<file path="config.mk">
export PLATFORM = sky130hd
export DESIGN_NAME = mmio_disp_port_flat
export DESIGN_NICKNAME = d
export VERILOG_FILES = /design/src/rtl/mmio_disp_port_if.sv /design/src/rtl/mmio_disp_port.sv /design/src/flat_wrapper.sv
export SDC_FILE = /design/constraint.sdc
export NUM_CORES = 1
export LEC_CHECK = 0
export ABC_CLOCK_PERIOD_IN_PS = 2800
export CAP_MARGIN = 20
export CORE_ASPECT_RATIO = 0.75
export CORE_UTILIZATION = 40
export CTS_CLUSTER_DIAMETER = 100
export DETAILED_ROUTE_END_ITERATION = 12
export PLACE_DENSITY = 0.74
export SYNTH_ARGS = -nofsm -noshare
export SYNTH_HDL_FRONTEND = slang
export SYNTH_SLANG_ARGS = --single-unit
</file>
<file path="constraint.sdc">
create_clock -name CLK -period 2.8 [get_ports CLK]
set_clock_uncertainty 0.05 [all_clocks]
set_input_delay 0.56 -clock CLK [delete_from_list [all_inputs] [get_ports CLK]]
set_output_delay 0.56 -clock CLK [all_outputs]
set_load 0.05 [all_outputs]
</file>
<file path="src/rtl/mmio_disp_port_if.sv">
// mmio_disp_port_if
// CPU data-bus view of the display/button peripheral.
//   addr        : CPU data address
//   MemWrite    : one-cycle store strobe
//   MemRead     : one-cycle load strobe
//   mem_data_in : store data from the CPU
//   rd_data     : load data returned by the peripheral (combinational)
//   sel         : peripheral address-window hit (combinational)
// The master modport is the CPU side; the slave modport is the peripheral.
interface mmio_disp_port_if;
  logic [31:0] addr;
  logic        MemWrite;
  logic        MemRead;
  logic [31:0] mem_data_in;
  logic [31:0] rd_data;
  logic        sel;

  modport master (
    output addr, MemWrite, MemRead, mem_data_in,
    input  rd_data, sel
  );

  modport slave (
    input  addr, MemWrite, MemRead, mem_data_in,
    output rd_data, sel
  );
endinterface

</file>
<file path="src/rtl/mmio_disp_port.sv">
// mmio_disp_port
// Memory-mapped display/button peripheral sitting in front of seven_seg_led.
// Decodes a 16-byte window on the CPU data bus and holds a double-buffered
// 24-bit display value, a per-digit blank mask, LED bits, a debounced
// push-button with a sticky press event and (optionally) a frame counter.
//
// Ports:
//   CLK        : system clock, all logic on posedge
//   reset      : synchronous active-high reset
//   bus        : CPU data bus (mmio_disp_port_if.slave)
//   frame_tick : one-cycle pulse at the start of each display scan frame
//   btn_in     : raw asynchronous push-button, active-high
//   disp_out   : active display value, digit 1 = [23:20]
//   blank_out  : per-digit blank, bit5 = digit 1
//   led_out    : discrete LED drive
//
// Register map (offset on addr[3:2]):
//   0x0 DISP  R/W  shadow[23:0]
//   0x4 CTRL  R/W  [5:0] blank, [8] freeze, [15:12] led
//   0x8 STAT  R    [0] level, [1] press event, [31:16] frame count
//   0xC       reads 0, writes ignored
//
// Optional feature macro: MMIO_DISP_FRAME_COUNT_EN builds the 16-bit frame
// counter returned in STAT[31:16]; without it those bits read 0.
module mmio_disp_port #(
  parameter logic [31:0] BASE_ADDR = 32'hFFFF_FFF0,
  parameter int          DB_CYCLES = 1_000_000,
  parameter int          DB_W      = 20
) (
  input  logic                 CLK,
  input  logic                 reset,
  mmio_disp_port_if.slave      bus,
  input  logic                 frame_tick,
  input  logic                 btn_in,
  output logic [23:0]          disp_out,
  output logic [5:0]           blank_out,
  output logic [3:0]           led_out
);

  localparam logic [DB_W-1:0] DB_LAST = DB_W'(DB_CYCLES - 1);

  logic [23:0]     shadow;
  logic [23:0]     active;
  logic [5:0]      blank_mask;
  logic            freeze;
  logic [3:0]      led;
  logic            sync1;
  logic            sync2;
  logic            stable;
  logic            press;
  logic [DB_W-1:0] db_cnt;
  logic [15:0]     frame_cnt;

  logic            hit;
  logic            wr_disp;
  logic            wr_ctrl;
  logic            rd_stat;
  logic            db_done;
  logic            rise;
  logic [31:0]     rd_mux;

  // Bits of the bus that carry no information for this peripheral.
  logic unused_bits;
  assign unused_bits = &{1'b0, bus.addr[1:0], bus.mem_data_in[31:24],
                         bus.mem_data_in[11:9], bus.mem_data_in[7:6]};

  assign hit     = (bus.addr[31:4] == BASE_ADDR[31:4]);
  assign wr_disp = bus.MemWrite & hit & (bus.addr[3:2] == 2'd0);
  assign wr_ctrl = bus.MemWrite & hit & (bus.addr[3:2] == 2'd1);
  assign rd_stat = bus.MemRead  & hit & (bus.addr[3:2] == 2'd2);

  // The debounce count has run out while the synchronised level still
  // disagrees with the accepted level; rise marks an accepted 0->1 change.
  assign db_done = (sync2 != stable) && (db_cnt == DB_LAST);
  assign rise    = db_done & sync2;

  // Zero-latency load mux; anything outside the window reads as 0.
  always_comb begin
    rd_mux = 32'h0;
    if (hit) begin
      case (bus.addr[3:2])
        2'd0:    rd_mux = {8'h0, shadow};
        2'd1:    rd_mux = {16'h0, led, 3'b000, freeze, 2'b00, blank_mask};
        2'd2:    rd_mux = {frame_cnt, 14'h0, press, stable};
        default: rd_mux = 32'h0;
      endcase
    end
  end

  assign bus.rd_data = rd_mux;
  assign bus.sel     = hit;

  // Bus-visible registers and the double-buffered display value.  The
  // active copy samples the shadow value from before any same-edge store,
  // so a store coinciding with a tick appears on the following tick.
  always_ff @(posedge CLK) begin
    if (reset) begin
      shadow     <= 24'h0;
      active     <= 24'h0;
      blank_mask <= 6'h0;
      freeze     <= 1'b0;
      led        <= 4'h0;
    end else begin
      if (frame_tick && !freeze)
        active <= shadow;
      if (wr_disp)
        shadow <= bus.mem_data_in[23:0];
      if (wr_ctrl) begin
        blank_mask <= bus.mem_data_in[5:0];
        freeze     <= bus.mem_data_in[8];
        led        <= bus.mem_data_in[15:12];
      end
    end
  end

  // Button synchroniser, debounce counter and sticky press event.  A new
  // press outranks a simultaneous STAT load so the event is never lost.
  always_ff @(posedge CLK) begin
    if (reset) begin
      sync1  <= 1'b0;
      sync2  <= 1'b0;
      stable <= 1'b0;
      db_cnt <= '0;
      press  <= 1'b0;
    end else begin
      sync1 <= btn_in;
      sync2 <= sync1;
      if (sync2 == stable) begin
        db_cnt <= '0;
      end else if (db_done) begin
        stable <= sync2;
        db_cnt <= '0;
      end else begin
        db_cnt <= db_cnt + 1'b1;
      end
      if (rise)
        press <= 1'b1;
      else if (rd_stat)
        press <= 1'b0;
    end
  end

`ifdef MMIO_DISP_FRAME_COUNT_EN
  // Free-running scan-frame counter, independent of freeze.
  always_ff @(posedge CLK) begin
    if (reset)
      frame_cnt <= 16'h0;
    else if (frame_tick)
      frame_cnt <= frame_cnt + 16'h1;
  end
`else
  assign frame_cnt = 16'h0;
`endif

  assign disp_out  = active;
  assign blank_out = blank_mask;
  assign led_out   = led;

endmodule

</file>
<file path="src/flat_wrapper.sv">
// flat-port wrapper written by rule: the top's interface ports become plain ports
module mmio_disp_port_flat 
#(
  parameter logic [31:0] BASE_ADDR = 32'hFFFF_FFF0,
  parameter int          DB_CYCLES = 1_000_000,
  parameter int          DB_W      = 20
)
  (CLK, reset, frame_tick, btn_in, disp_out, blank_out, led_out, bus_addr, bus_MemWrite, bus_MemRead, bus_mem_data_in, bus_rd_data, bus_sel);
  mmio_disp_port_if bus_i ();
  input  logic CLK;
  input  logic reset;
  input  logic frame_tick;
  input  logic btn_in;
  output logic [23:0] disp_out;
  output logic [5:0] blank_out;
  output logic [3:0] led_out;
  input wire logic [$bits(bus_i.addr)-1:0] bus_addr;
  input wire logic [$bits(bus_i.MemWrite)-1:0] bus_MemWrite;
  input wire logic [$bits(bus_i.MemRead)-1:0] bus_MemRead;
  input wire logic [$bits(bus_i.mem_data_in)-1:0] bus_mem_data_in;
  output wire logic [$bits(bus_i.rd_data)-1:0] bus_rd_data;
  output wire logic [$bits(bus_i.sel)-1:0] bus_sel;
  assign bus_i.addr = bus_addr;
  assign bus_i.MemWrite = bus_MemWrite;
  assign bus_i.MemRead = bus_MemRead;
  assign bus_i.mem_data_in = bus_mem_data_in;
  assign bus_rd_data = bus_i.rd_data;
  assign bus_sel = bus_i.sel;
  mmio_disp_port #(.BASE_ADDR(BASE_ADDR), .DB_CYCLES(DB_CYCLES), .DB_W(DB_W)) u_core (.CLK(CLK), .reset(reset), .bus(bus_i), .frame_tick(frame_tick), .btn_in(btn_in), .disp_out(disp_out), .blank_out(blank_out), .led_out(led_out));
endmodule
</file>
After elaboration in Yosys (flattened, before gate mapping)
Index checks and enable logic that the tools add are counted.
{ "totals": {"register_bits": 83, "elab_cells": 35} }
{ "classes": {"addsub": 1, "eq_ne": 6, "n_mux": 4, "bitwise": 7, "n_reduce_logical": 7} }
{ "op_table": {"columns": ["cell", "count"], "rows": [
  ["one-hot mux 24 bit (3 select lines)", 1],
  ["== test 28 bit, second input constant", 1],
  ["two-way mux 24 bit", 1],
  ["adder 20 x 1 -> 20 bit, second input constant", 1],
  ["== test 20 bit, second input constant", 1],
  ["AND 1 bit", 6],
  ["OR reduction 3 bit", 1],
  ["== test 2 x 1 -> 1 bit, second input constant", 1],
  ["== test 2 bit, second input constant", 1],
  ["logical AND 1 bit", 2],
  ["logical NOT 2 bit", 1],
  ["two-way mux 1 bit", 2],
  ["AND reduction 2 bit", 1],
  ["nonzero test 2 bit", 1],
  ["== test 1 bit", 1],
  ["logical NOT 1 bit", 1],
  ["inequality test 1 bit", 1],
  ["inverter 1 bit", 1]
]} }

Depth between registers and ports, before layout
Gate-level depths: netlist of the first run.
{ "depth": {"ltp_word": 5, "depth_mapped": 7, "depth_no_buf": 5} }

Worst setup path before layout of the first run
No wires, ideal clock.
{ "synth_path": {"kind": "input -> output", "start": "input bus_addr[30]", "end": "output bus_rd_data[12]", "arrival_ns": 2.562, "required_ns": 2.190, "path_slack_ns": -0.372, "path_stages": 6, "n_path_buf": 2, "path_cell_list": "nand4_1 -> or4_1 -> buf_2 -> or3_1 -> buf_2 -> nor2_1"} }
{ "synth_between": {"elab_chain_len": 2} }
{ "synth_rtl": {"columns": ["item", "line_no", "source"], "rows": [
  ["start: declaration", "flat_wrapper.sv:17", "input wire logic [$bits(bus_i.addr)-1:0] bus_addr;"],
  ["== test 28 bit", "mmio_disp_port.sv:67", "assign hit = (bus.addr[31:4] == BASE_ADDR[31:4]);"],
  ["two-way mux 24 bit", "mmio_disp_port.sv:80", "if (hit) begin"],
  ["end: declaration", "flat_wrapper.sv:21", "output wire logic [$bits(bus_i.rd_data)-1:0] bus_rd_data;"]
]} }
No other way between the ends.

Final worst setup path of the first run
{ "layout_path": {"start": "input bus_addr[15]", "end": "register u_core.led[3], in the netlist u_core.led_out[3]"} }
{ "layout_between": {"elab_chain_len": 3} }
{ "layout_rtl": {"columns": ["item", "line_no", "source"], "rows": [
  ["== test 28 bit", "mmio_disp_port.sv:67", null],
  ["AND 1 bit (2 in series)", "mmio_disp_port.sv:69", "assign wr_ctrl = bus.MemWrite & hit & (bus.addr[3:2] == 2'd1);"],
  ["end signal: assignment", "mmio_disp_port.sv:111", "led <= bus.mem_data_in[15:12];"],
  ["end: declaration", "mmio_disp_port.sv:46", "logic [3:0] led;"]
]} }
No other way between the ends.
A chain may end at the register's enable or synchronous reset.

==> results of run 1 <==
==> cells in the mapped netlist (4+ instances only) <==
library cell,count
dfxtp_1,83
a21oi_1,62
nand2_1,53
nand3_1,41
nor2_1,37
o21ai_0,36
clkbuf_1,27
and2_1,14
xnor2_1,14
mux2i_1,12
nand4_1,12
buf_4,8
inv_1,7
nor4_1,6
and4_1,5
nor3_1,5
nor2b_1,4
==> final cells by class <==
type	instances	share of cell area
clock inverters	4	0.00809
repair buffers	167	0.307
well taps	108	0.0224
clock buffers	12	0.0425
flip-flops and latches	83	0.276
inverters	7	0.00436
multi-input cells	334	0.340
==> what timing repair did <==
item | 4_1_cts | 5_1_grt
setup endpoints to repair | 25 | 42
setup buffers | 21 | 5
hold buffers | 0 | 0
gates cloned | 1 | 5
gates resized for setup | 53 | 46
pin swaps | 11 | 32
==> worst max-delay path, cell delays in order <==
cell and delay, ns:
buf_2 0.08, nand4_1 0.12, buf_4 0.16, buf_4 0.13
buf_4 0.12, buf_4 0.12, buf_4 0.12, buf_4 0.12
buf_4 0.12, buf_4 0.12, buf_4 0.12, buf_4 0.13
nor4_4 0.35, buf_6 0.21, buf_8 0.15, nand3_1 0.09
a21oi_1 0.17
==> sequential cells by signal, indices dropped and copies added (netlist names) <==
signal,count
u_core.blank_out,6
u_core.db_cnt,20
u_core.disp_out,24
u_core.freeze,1
u_core.led_out,4
u_core.press,1
u_core.shadow,24
u_core.stable,1
u_core.sync1,1
u_core.sync2,1
==> worst min-delay path by stage <==
stage / to / slack [ns]
4_1_cts: u_core.sync2$_SDFF_PP0_ / 0.40
3_5_place_dp: u_core.sync2$_SDFF_PP0_ / 0.38
3_3_place_gp: u_core.sync2$_SDFF_PP0_ / 0.38
2_1_floorplan: u_core.sync2$_SDFF_PP0_ / 0.36
5_1_grt: u_core.sync2$_SDFF_PP0_ / 0.42
6_report: u_core.sync2$_SDFF_PP0_ / 0.40
==> power by group <==
group | switching (mW) | total [mW] | internal [mW]
Combinational | 0.0899 | 0.179 | 0.0888
Sequential | 0.00104 | 1.18 | 1.18
Clock | 0.455 | 1.19 | 0.738
==> metrics by stage <==
stage          hold WS (ns)   util  worst slack (ns)  power (mW)  instance area [um2]
6_report              0.398  0.695            0.0423        2.55                 6030
5_1_grt               0.424  0.695          -0.00155        2.64                 6030
4_1_cts               0.404  0.670           0.00421        2.56                 5810
3_5_place_dp          0.381  0.615            -0.502        1.38                 5330
3_3_place_gp          0.383  0.615            -0.499        1.37                 5330
2_1_floorplan         0.364      -            -0.169        1.28                 3810
==> cell families after synthesis <==
group                    share of synthesized area
flip-flops                                   0.453
adder cells (fa/ha/maj)                    0.00341
AND/OR/NAND/NOR                              0.266
other                                      0.00102
AO/OA/AOI/OAI                                0.148
multiplexers                                0.0327
XOR/XNOR                                    0.0382
buffers and inverters                       0.0590
==> cell usage in the layout, fill, tap and decap left out, types with 4 or more instances in the layout <==
cell type and instances:
dfxtp_1 83, clkdlybuf4s50_1 64, a21oi_1 56, nand2_1 53
buf_4 41, o21ai_0 36, nand3_1 35, nor2_1 26
buf_12 26, xnor2_1 14, nand4_1 12, mux2i_1 12
dlymetal6s2s_1 12, nor2_4 11, clkbuf_16 11, and2_4 10
conb_1 8, buf_6 8, inv_1 7, a21oi_2 6
nor4_1 6, nor3_1 5, clkbuf_2 5, buf_2 5
nand3_2 4
==> routing by layer <==
| layer | vias to the layer above | wire length, um | part of all wire |
|---|---|---|---|
| li1 | 1867 | - | - |
| met1 | 1904 | 5300 | 0.43 |
| met2 | 171 | 5850 | 0.48 |
| met3 | 18 | 939 | 0.077 |
| met4 | 0 | 181 | 0.015 |
| met5 | - | 0 | 0 |
==> flow_metrics.env, run 1 <==
export IMPL_routabilityCongestion=0.898
export IMPL_hold_path_class="flip-flop to flip-flop"
export IMPL_clk_pin_slew_ns=0.06
export IMPL_crit_start="bus_addr[15]"
export IMPL_power_density_nw_per_um2=424
export IMPL_vias=3960
export IMPL_period_minus_slack_ns=2.76
export IMPL_critical_path_class="primary input to flip-flop"
export IMPL_dr_pass1_iters=5
export IMPL_p_leak_nw=2.17
export IMPL_antenna_cells=0
export IMPL_end_kind="flip-flop"
export IMPL_syn_avg_cell_area_um2=8.05
export IMPL_r2r_setup_slack_ns=0.61
export IMPL_areaGrowthSynthToFinish_pct=64.3
export IMPL_hold_viol_final=0
export IMPL_synth_area_leaders="dfxtp_1 (45%), a21oi_1 (8.5%), nand3_1 (5.6%), nand2_1 (5.4%), o21ai_0 (4.9%)"
export IMPL_wl_per_cell_um=17.2
export IMPL_ys_seq_elements=83
export IMPL_regArea_um2=1660
export IMPL_fp_dieW_um=113
export IMPL_multi_input_area_um2=2050
export IMPL_num_fill_cells=663
export IMPL_met1_usage=0.316
export IMPL_grt_ovfl_total=0
export IMPL_synth_ff_type="dfxtp_1"
export IMPL_clk_latency_ns=0.34
export IMPL_drtIter0Drc=258
export IMPL_start_util=0.423
export IMPL_slew_violations=0
export IMPL_fin_setup_tns_ns=0
export IMPL_die_area_um2=9570
export IMPL_drc_errors=0
export IMPL_h_tree_depth=3
export IMPL_run_status="finished clean"
export IMPL_drv_cap=0
export IMPL_hp_start="u_core.sync1$_SDFF_PP0_"
export IMPL_worst_pin_slew_ns=0.613
export IMPL_holdPathStages=1
export IMPL_crit_path_start_kind="primary input"
export IMPL_finalCritPeriodShare=0.985
export IMPL_setup_viol=0
export IMPL_syn_inst=456
export IMPL_core_um2=8670
export IMPL_port_buffers=118
export IMPL_die_y_um=85.0
export IMPL_synth_cell_types=40
export IMPL_track_usage=0.243
export IMPL_arrival_ns=2.96
export IMPL_drive_above_1_share=0.252
export IMPL_synth_largest_area_cell="dfxtp_1"
export IMPL_dpl_hpwl_um=7710
export IMPL_cts_tree="built"
export IMPL_root_buffer="clkbuf_16"
export IMPL_ant_nets=0
export IMPL_place_inst=669
export IMPL_syn_cell_area_um2=3670
export IMPL_synth_warnings=0
export IMPL_ir_drop_mv=0.300
export IMPL_yosys_area_top_type_share=0.453
export IMPL_fin_nets=673
export IMPL_ios=137
export IMPL_async_flop_share=0
export IMPL_clkSinkCount=83
export IMPL_worstReg2RegStart="u_core.db_cnt[12]$_SDFF_PP0_"
export IMPL_slew_headroom=0.587
export IMPL_antenna_found_initial=0
export IMPL_cts_buffer_depth=2
export IMPL_routed_wirelength_um=12300
export IMPL_grt_busiest_layer="met2"
export IMPL_grt_pass1_wl_um=18300
export IMPL_rows=29
export IMPL_final_cell_count_no_fill=715
export IMPL_grt_pass1_vias=3670
export IMPL_cts_buffers=9
export IMPL_met2_usage=0.406
export IMPL_grt_max_degree=55
export IMPL_rr_endpoint="u_core.db_cnt[13]$_SDFF_PP0_"
export IMPL_critical_path_required_ns=3.01
export IMPL_use_met3=0.0586
export IMPL_path_max_fanout=8
export IMPL_vias_per_cell=5.54
export IMPL_critPathCapture="u_core.led_out[3]$_SDFFE_PP0P_"
export IMPL_fmax_ghz=0.363
export IMPL_reg2reg_depth=4
export IMPL_synth_edff_count=0
export IMPL_ys_seq_area_frac=0.453
(Power assumes the default switching activity.)
==> run 2, diff against run 1 <==
Settings changed: SKIP_CTS_REPAIR_TIMING from default to 1.
==> run 2 against run 1 <==
  * Cell area fell by 4.0%
  * Die area stayed put
  * Critical path depth shrank 11
  * Register-to-register slack better by 0.02 ns
  * Combinational power shrank 7%
  * Sequential power barely moved
  * Non-clock buffer count decreased by 26
  * Flip-flop and latch count unchanged
==> flow_metrics.env, run 2 (synthesized netlist as in run 1, its figures left out) <==
export IMPL_grt_ovfl_total=0
export IMPL_drtIter0Drc=212
export IMPL_regArea_um2=1660
export IMPL_place_inst=669
export IMPL_die_area_um2=9570
export IMPL_vias_per_cell=5.37
export IMPL_cts_tree="built"
export IMPL_crit_start="bus_addr[7]"
export IMPL_dpl_hpwl_um=7710
export IMPL_fp_dieW_um=113
export IMPL_slew_headroom=0.591
export IMPL_port_buffers=118
export IMPL_die_y_um=85.0
export IMPL_wl_per_cell_um=16.0
export IMPL_worst_slack_ns=0.0458
export IMPL_hp_start="u_core.sync1$_SDFF_PP0_"
export IMPL_hold_path_class="flip-flop to flip-flop"
export IMPL_hold_viol_final=0
export IMPL_final_cell_count_no_fill=689
export IMPL_track_usage=0.233
export IMPL_worstHoldEndpoint="u_core.sync2$_SDFF_PP0_"
export IMPL_run_status="finished clean"
export IMPL_place_ws_ns=-0.502
export IMPL_h_tree_depth=3
export IMPL_core_um2=8670
export IMPL_grt_max_degree=55
export IMPL_cts_buffer_depth=2
export IMPL_placed_area_um2=5330
export IMPL_r2r_setup_slack_ns=0.63
export IMPL_areaGrowthSynthToFinish_pct=57.7
export IMPL_rows=29
export IMPL_num_fill_cells=686
export IMPL_crit_path_start_kind="primary input"
export IMPL_rr_endpoint="u_core.db_cnt[13]$_SDFF_PP0_"
export IMPL_rsz0062_at_grt="no"
export IMPL_finalCritPeriodShare=0.984
export IMPL_final_area_um2=5790
export IMPL_drv_cap=0
export IMPL_drive_above_1_share=0.181
export IMPL_critical_path_class="primary input to primary output"
export IMPL_worst_pin_slew_ns=0.611
export IMPL_clk_latency_ns=0.33
export IMPL_multi_input_area_um2=1990
export IMPL_start_util=0.423
export IMPL_ios=137
export IMPL_slew_violations=0
export IMPL_clkSinkCount=83
export IMPL_grt_pass1_wl_um=17500
export IMPL_final_cell_mix="dfxtp_1 (83), clkdlybuf4s50_1 (64), a21oi_1 (62)"
export IMPL_antenna_found_initial=0
export IMPL_arrival_ns=2.14
export IMPL_end_kind="primary output"
export IMPL_fin_nets=647
export IMPL_routed_wirelength_um=11000
export IMPL_root_buffer="clkbuf_16"
export IMPL_grt_pass1_vias=3498
export IMPL_vias=3703
export IMPL_critical_path_required_ns=2.19
export IMPL_drc_errors=0
export IMPL_power_density_nw_per_um2=439
export IMPL_ant_nets=0
export IMPL_ir_drop_mv=0.295
export IMPL_clk_pin_slew_ns=0.06
export IMPL_final_common_cell="dfxtp_1"
export IMPL_setup_viol=0
export IMPL_holdPathStages=1
export IMPL_dr_pass1_iters=5
export IMPL_antenna_cells=0
export IMPL_path_max_fanout=5
export IMPL_fmax_ghz=0.363
export IMPL_period_minus_slack_ns=2.75
export IMPL_cts_buffers=9
export IMPL_post_route_util=0.668
export IMPL_routabilityCongestion=0.898
export IMPL_reg2reg_depth=4
export IMPL_worstReg2RegStart="u_core.db_cnt[11]$_SDFF_PP0_"
export IMPL_p_leak_nw=2.15
export IMPL_power_mw=2.54
-- run 2: per-layer routing --
| metal | GRT usage | vias up | part of all wire |
|---|---|---|---|
| met1 | 0.310 | 1761 | 0.46 |
| met3 | 0.0586 | 8 | 0.055 |
| met5 | 0 | - | 0 |
| met2 | 0.380 | 122 | 0.48 |
| li1 | - | 1812 | - |
| met4 | 0.0521 | 0 | 0.0082 |
-- run 2: final cells by class --
cell class | instances | area share
Tap cell | 108 | 0.0233
Sequential cell | 83 | 0.287
Timing Repair Buffer | 141 | 0.289
Clock inverter | 4 | 0.00843
Clock buffer | 12 | 0.0443
Multi-Input combinational cell | 334 | 0.344
Inverter | 7 | 0.00454
-- run 2: worst max-delay path by stage --
stage / end / slack (ns)
floorplan: bus_rd_data[0] / -0.17
global placement: bus_rd_data[12] / -0.50
detailed placement: bus_rd_data[12] / -0.50
CTS: bus_rd_data[12] / -0.50
global route: bus_rd_data[2] / 0.009
finish: bus_rd_data[2] / 0.05
-- run 2: stage by stage --
stage | setup TNS [ns] | hold WS, ns
6_report | 0 | 0.398
5_1_grt | 0 | 0.424
4_1_cts | -11.11 | 0.404
3_5_place_dp | -11.16 | 0.381
3_3_place_gp | -11.06 | 0.383
2_1_floorplan | -0.814 | 0.364
-- run 2: worst max-delay path, stage by stage --
cell and delay [ns]:
dlymetal6s2s_1 0.08, nand4_1 0.12, or4_4 0.62, or3_4 0.45
nor2_4 0.16, buf_12 0.14
-- run 2: power by group --
part | leakage, nW | total (mW) | switching [mW] | internal [mW]
clock | 0.153 | 1.19 | 0.453 | 0.738
sequential | 0.669 | 1.18 | 0.00105 | 1.18
combinational | 1.33 | 0.167 | 0.0846 | 0.0821
==> run 3, diff against run 2 <==
Settings changed: CORE_UTILIZATION 40 to 30, PLACE_DENSITY 0.74 to 0.59, SKIP_LAST_GASP from default to 1.
==> run 3 against run 2 <==
  * Critical path depth unchanged
  * Clock power up 8%
  * Routed wire length up 4.2%
  * Fmax about the same
  * Sequential share of layout area down 0.46 points
  * Register-to-register slack about the same
  * Global-route usage down 5.1 points
  * Critical path type unchanged
  * Critical endpoint unchanged
  * Highest routed layer unchanged
==> flow_metrics.env, run 3 (synthesized netlist as in run 1, its figures left out) <==
export IMPL_hold_path_class="flip-flop to flip-flop"
export IMPL_finalCritPeriodShare=0.983
export IMPL_placed_area_um2=5410
export IMPL_grt_pass1_vias=3558
export IMPL_clk_pin_slew_ns=0.06
export IMPL_worst_pin_slew_ns=0.632
export IMPL_cts_tree="built"
export IMPL_run_status="finished clean"
export IMPL_crit_path_start_kind="primary input"
export IMPL_fin_setup_tns_ns=0
export IMPL_holdWs_ns=0.403
export IMPL_core_um2=11700
export IMPL_start_util=0.313
export IMPL_final_common_cell="dfxtp_1"
export IMPL_clkSinkCount=83
export IMPL_grt_max_degree=60
export IMPL_grt_pass1_wl_um=18000
export IMPL_holdPathStages=2
export IMPL_period_minus_slack_ns=2.75
export IMPL_hold_viol_final=0
export IMPL_antenna_found_initial=0
export IMPL_drive_above_1_share=0.187
export IMPL_power_density_nw_per_um2=449
export IMPL_drv_cap=0
export IMPL_areaGrowthSynthToFinish_pct=60.3
export IMPL_path_max_fanout=6
export IMPL_ios=137
export IMPL_root_buffer="clkbuf_16"
export IMPL_vias_per_cell=4.96
export IMPL_dr_pass1_iters=4
export IMPL_critical_path_class="primary input to primary output"
export IMPL_port_buffers=118
export IMPL_ant_nets=0
export IMPL_drtIter0Drc=295
export IMPL_ir_drop_mv=0.277
export IMPL_p_leak_nw=2.17
export IMPL_fmax_ghz=0.363
export IMPL_fin_nets=650
export IMPL_drc_errors=0
export IMPL_dpl_hpwl_um=8050
export IMPL_h_tree_depth=3
export IMPL_arrival_ns=2.14
export IMPL_setup_viol=0
export IMPL_routabilityCongestion=0.769
export IMPL_reg2reg_depth=4
export IMPL_end_kind="primary output"
export IMPL_num_fill_cells=1077
export IMPL_power_mw=2.64
export IMPL_vias=3692
export IMPL_cts_buffer_depth=2
export IMPL_fp_dieW_um=130
export IMPL_final_area_um2=5880
export IMPL_critical_path_required_ns=2.19
export IMPL_grt_ovfl_total=0
export IMPL_die_y_um=97.8
export IMPL_rows=34
export IMPL_wl_per_cell_um=15.4
export IMPL_cts_buffers=9
export IMPL_die_area_um2=12700
export IMPL_clk_latency_ns=0.33
export IMPL_antenna_cells=0
export IMPL_slew_headroom=0.579
export IMPL_final_cell_mix="dfxtp_1 (83), clkdlybuf4s50_1 (64), a21oi_1 (62)"
export IMPL_track_usage=0.182
export IMPL_slew_violations=0
export IMPL_routed_wirelength_um=11500
-- run 3: final cells by class --
type                    count  area [um2]  area share
inverters                   7        26.3     0.00447
repair buffers            144        1690       0.287
multi-input cells         334        1980       0.336
clock inverters             4        73.8      0.0125
flip-flops and latches     83        1660       0.282
clock buffers              11         253      0.0430
well taps                 162         203      0.0344
-- run 3: power by group --
group / internal, mW / leakage (nW) / total (mW) / switching [mW]
logic: 0.0830 / 1.34 / 0.168 / 0.0847
registers: 1.18 / 0.669 / 1.18 / 0.00141
clock network: 0.825 / 0.162 / 1.29 / 0.464
-- run 3: critical path, stage by stage --
cell            delay (ns)
dlymetal6s2s_1        0.08
nand4_1               0.13
or4_4                 0.60
or3_4                 0.46
nor2_4                0.16
buf_12                0.14
-- run 3: worst paths after layout --
check,from,to,slack [ns]
setup reg to reg,u_core.db_cnt[12]$_SDFF_PP0_,u_core.db_cnt[9]$_SDFF_PP0_,0.63
hold / removal,u_core.disp_out[5]$_SDFFE_PP0P_,u_core.disp_out[5]$_SDFFE_PP0P_,0.40
setup / recovery,bus_addr[30],bus_rd_data[2],0.05
hold reg to reg,u_core.disp_out[5]$_SDFFE_PP0P_,u_core.disp_out[5]$_SDFFE_PP0P_,0.40
-- run 3: stage by stage --
step | util | instances | setup WS [ns]
2_1_floorplan | - | 463 | -0.169
3_3_place_gp | 0.460 | 724 | -0.500
3_5_place_dp | 0.460 | 724 | -0.526
4_1_cts | 0.488 | 739 | -0.526
5_1_grt | 0.501 | 745 | -0.00912
6_report | 0.501 | 745 | 0.0474
-- run 3: per-layer routing --
layer / up-vias / share of wire / GRT usage / wire length (um)
li1: 1809 / - / - / -
met3: 11 / 0.065 / 0.0384 / 747
met5: - / 0 / 0 / 0
met2: 126 / 0.46 / 0.287 / 5290
met4: 0 / 0.012 / 0.0626 / 135
met1: 1746 / 0.46 / 0.246 / 5310
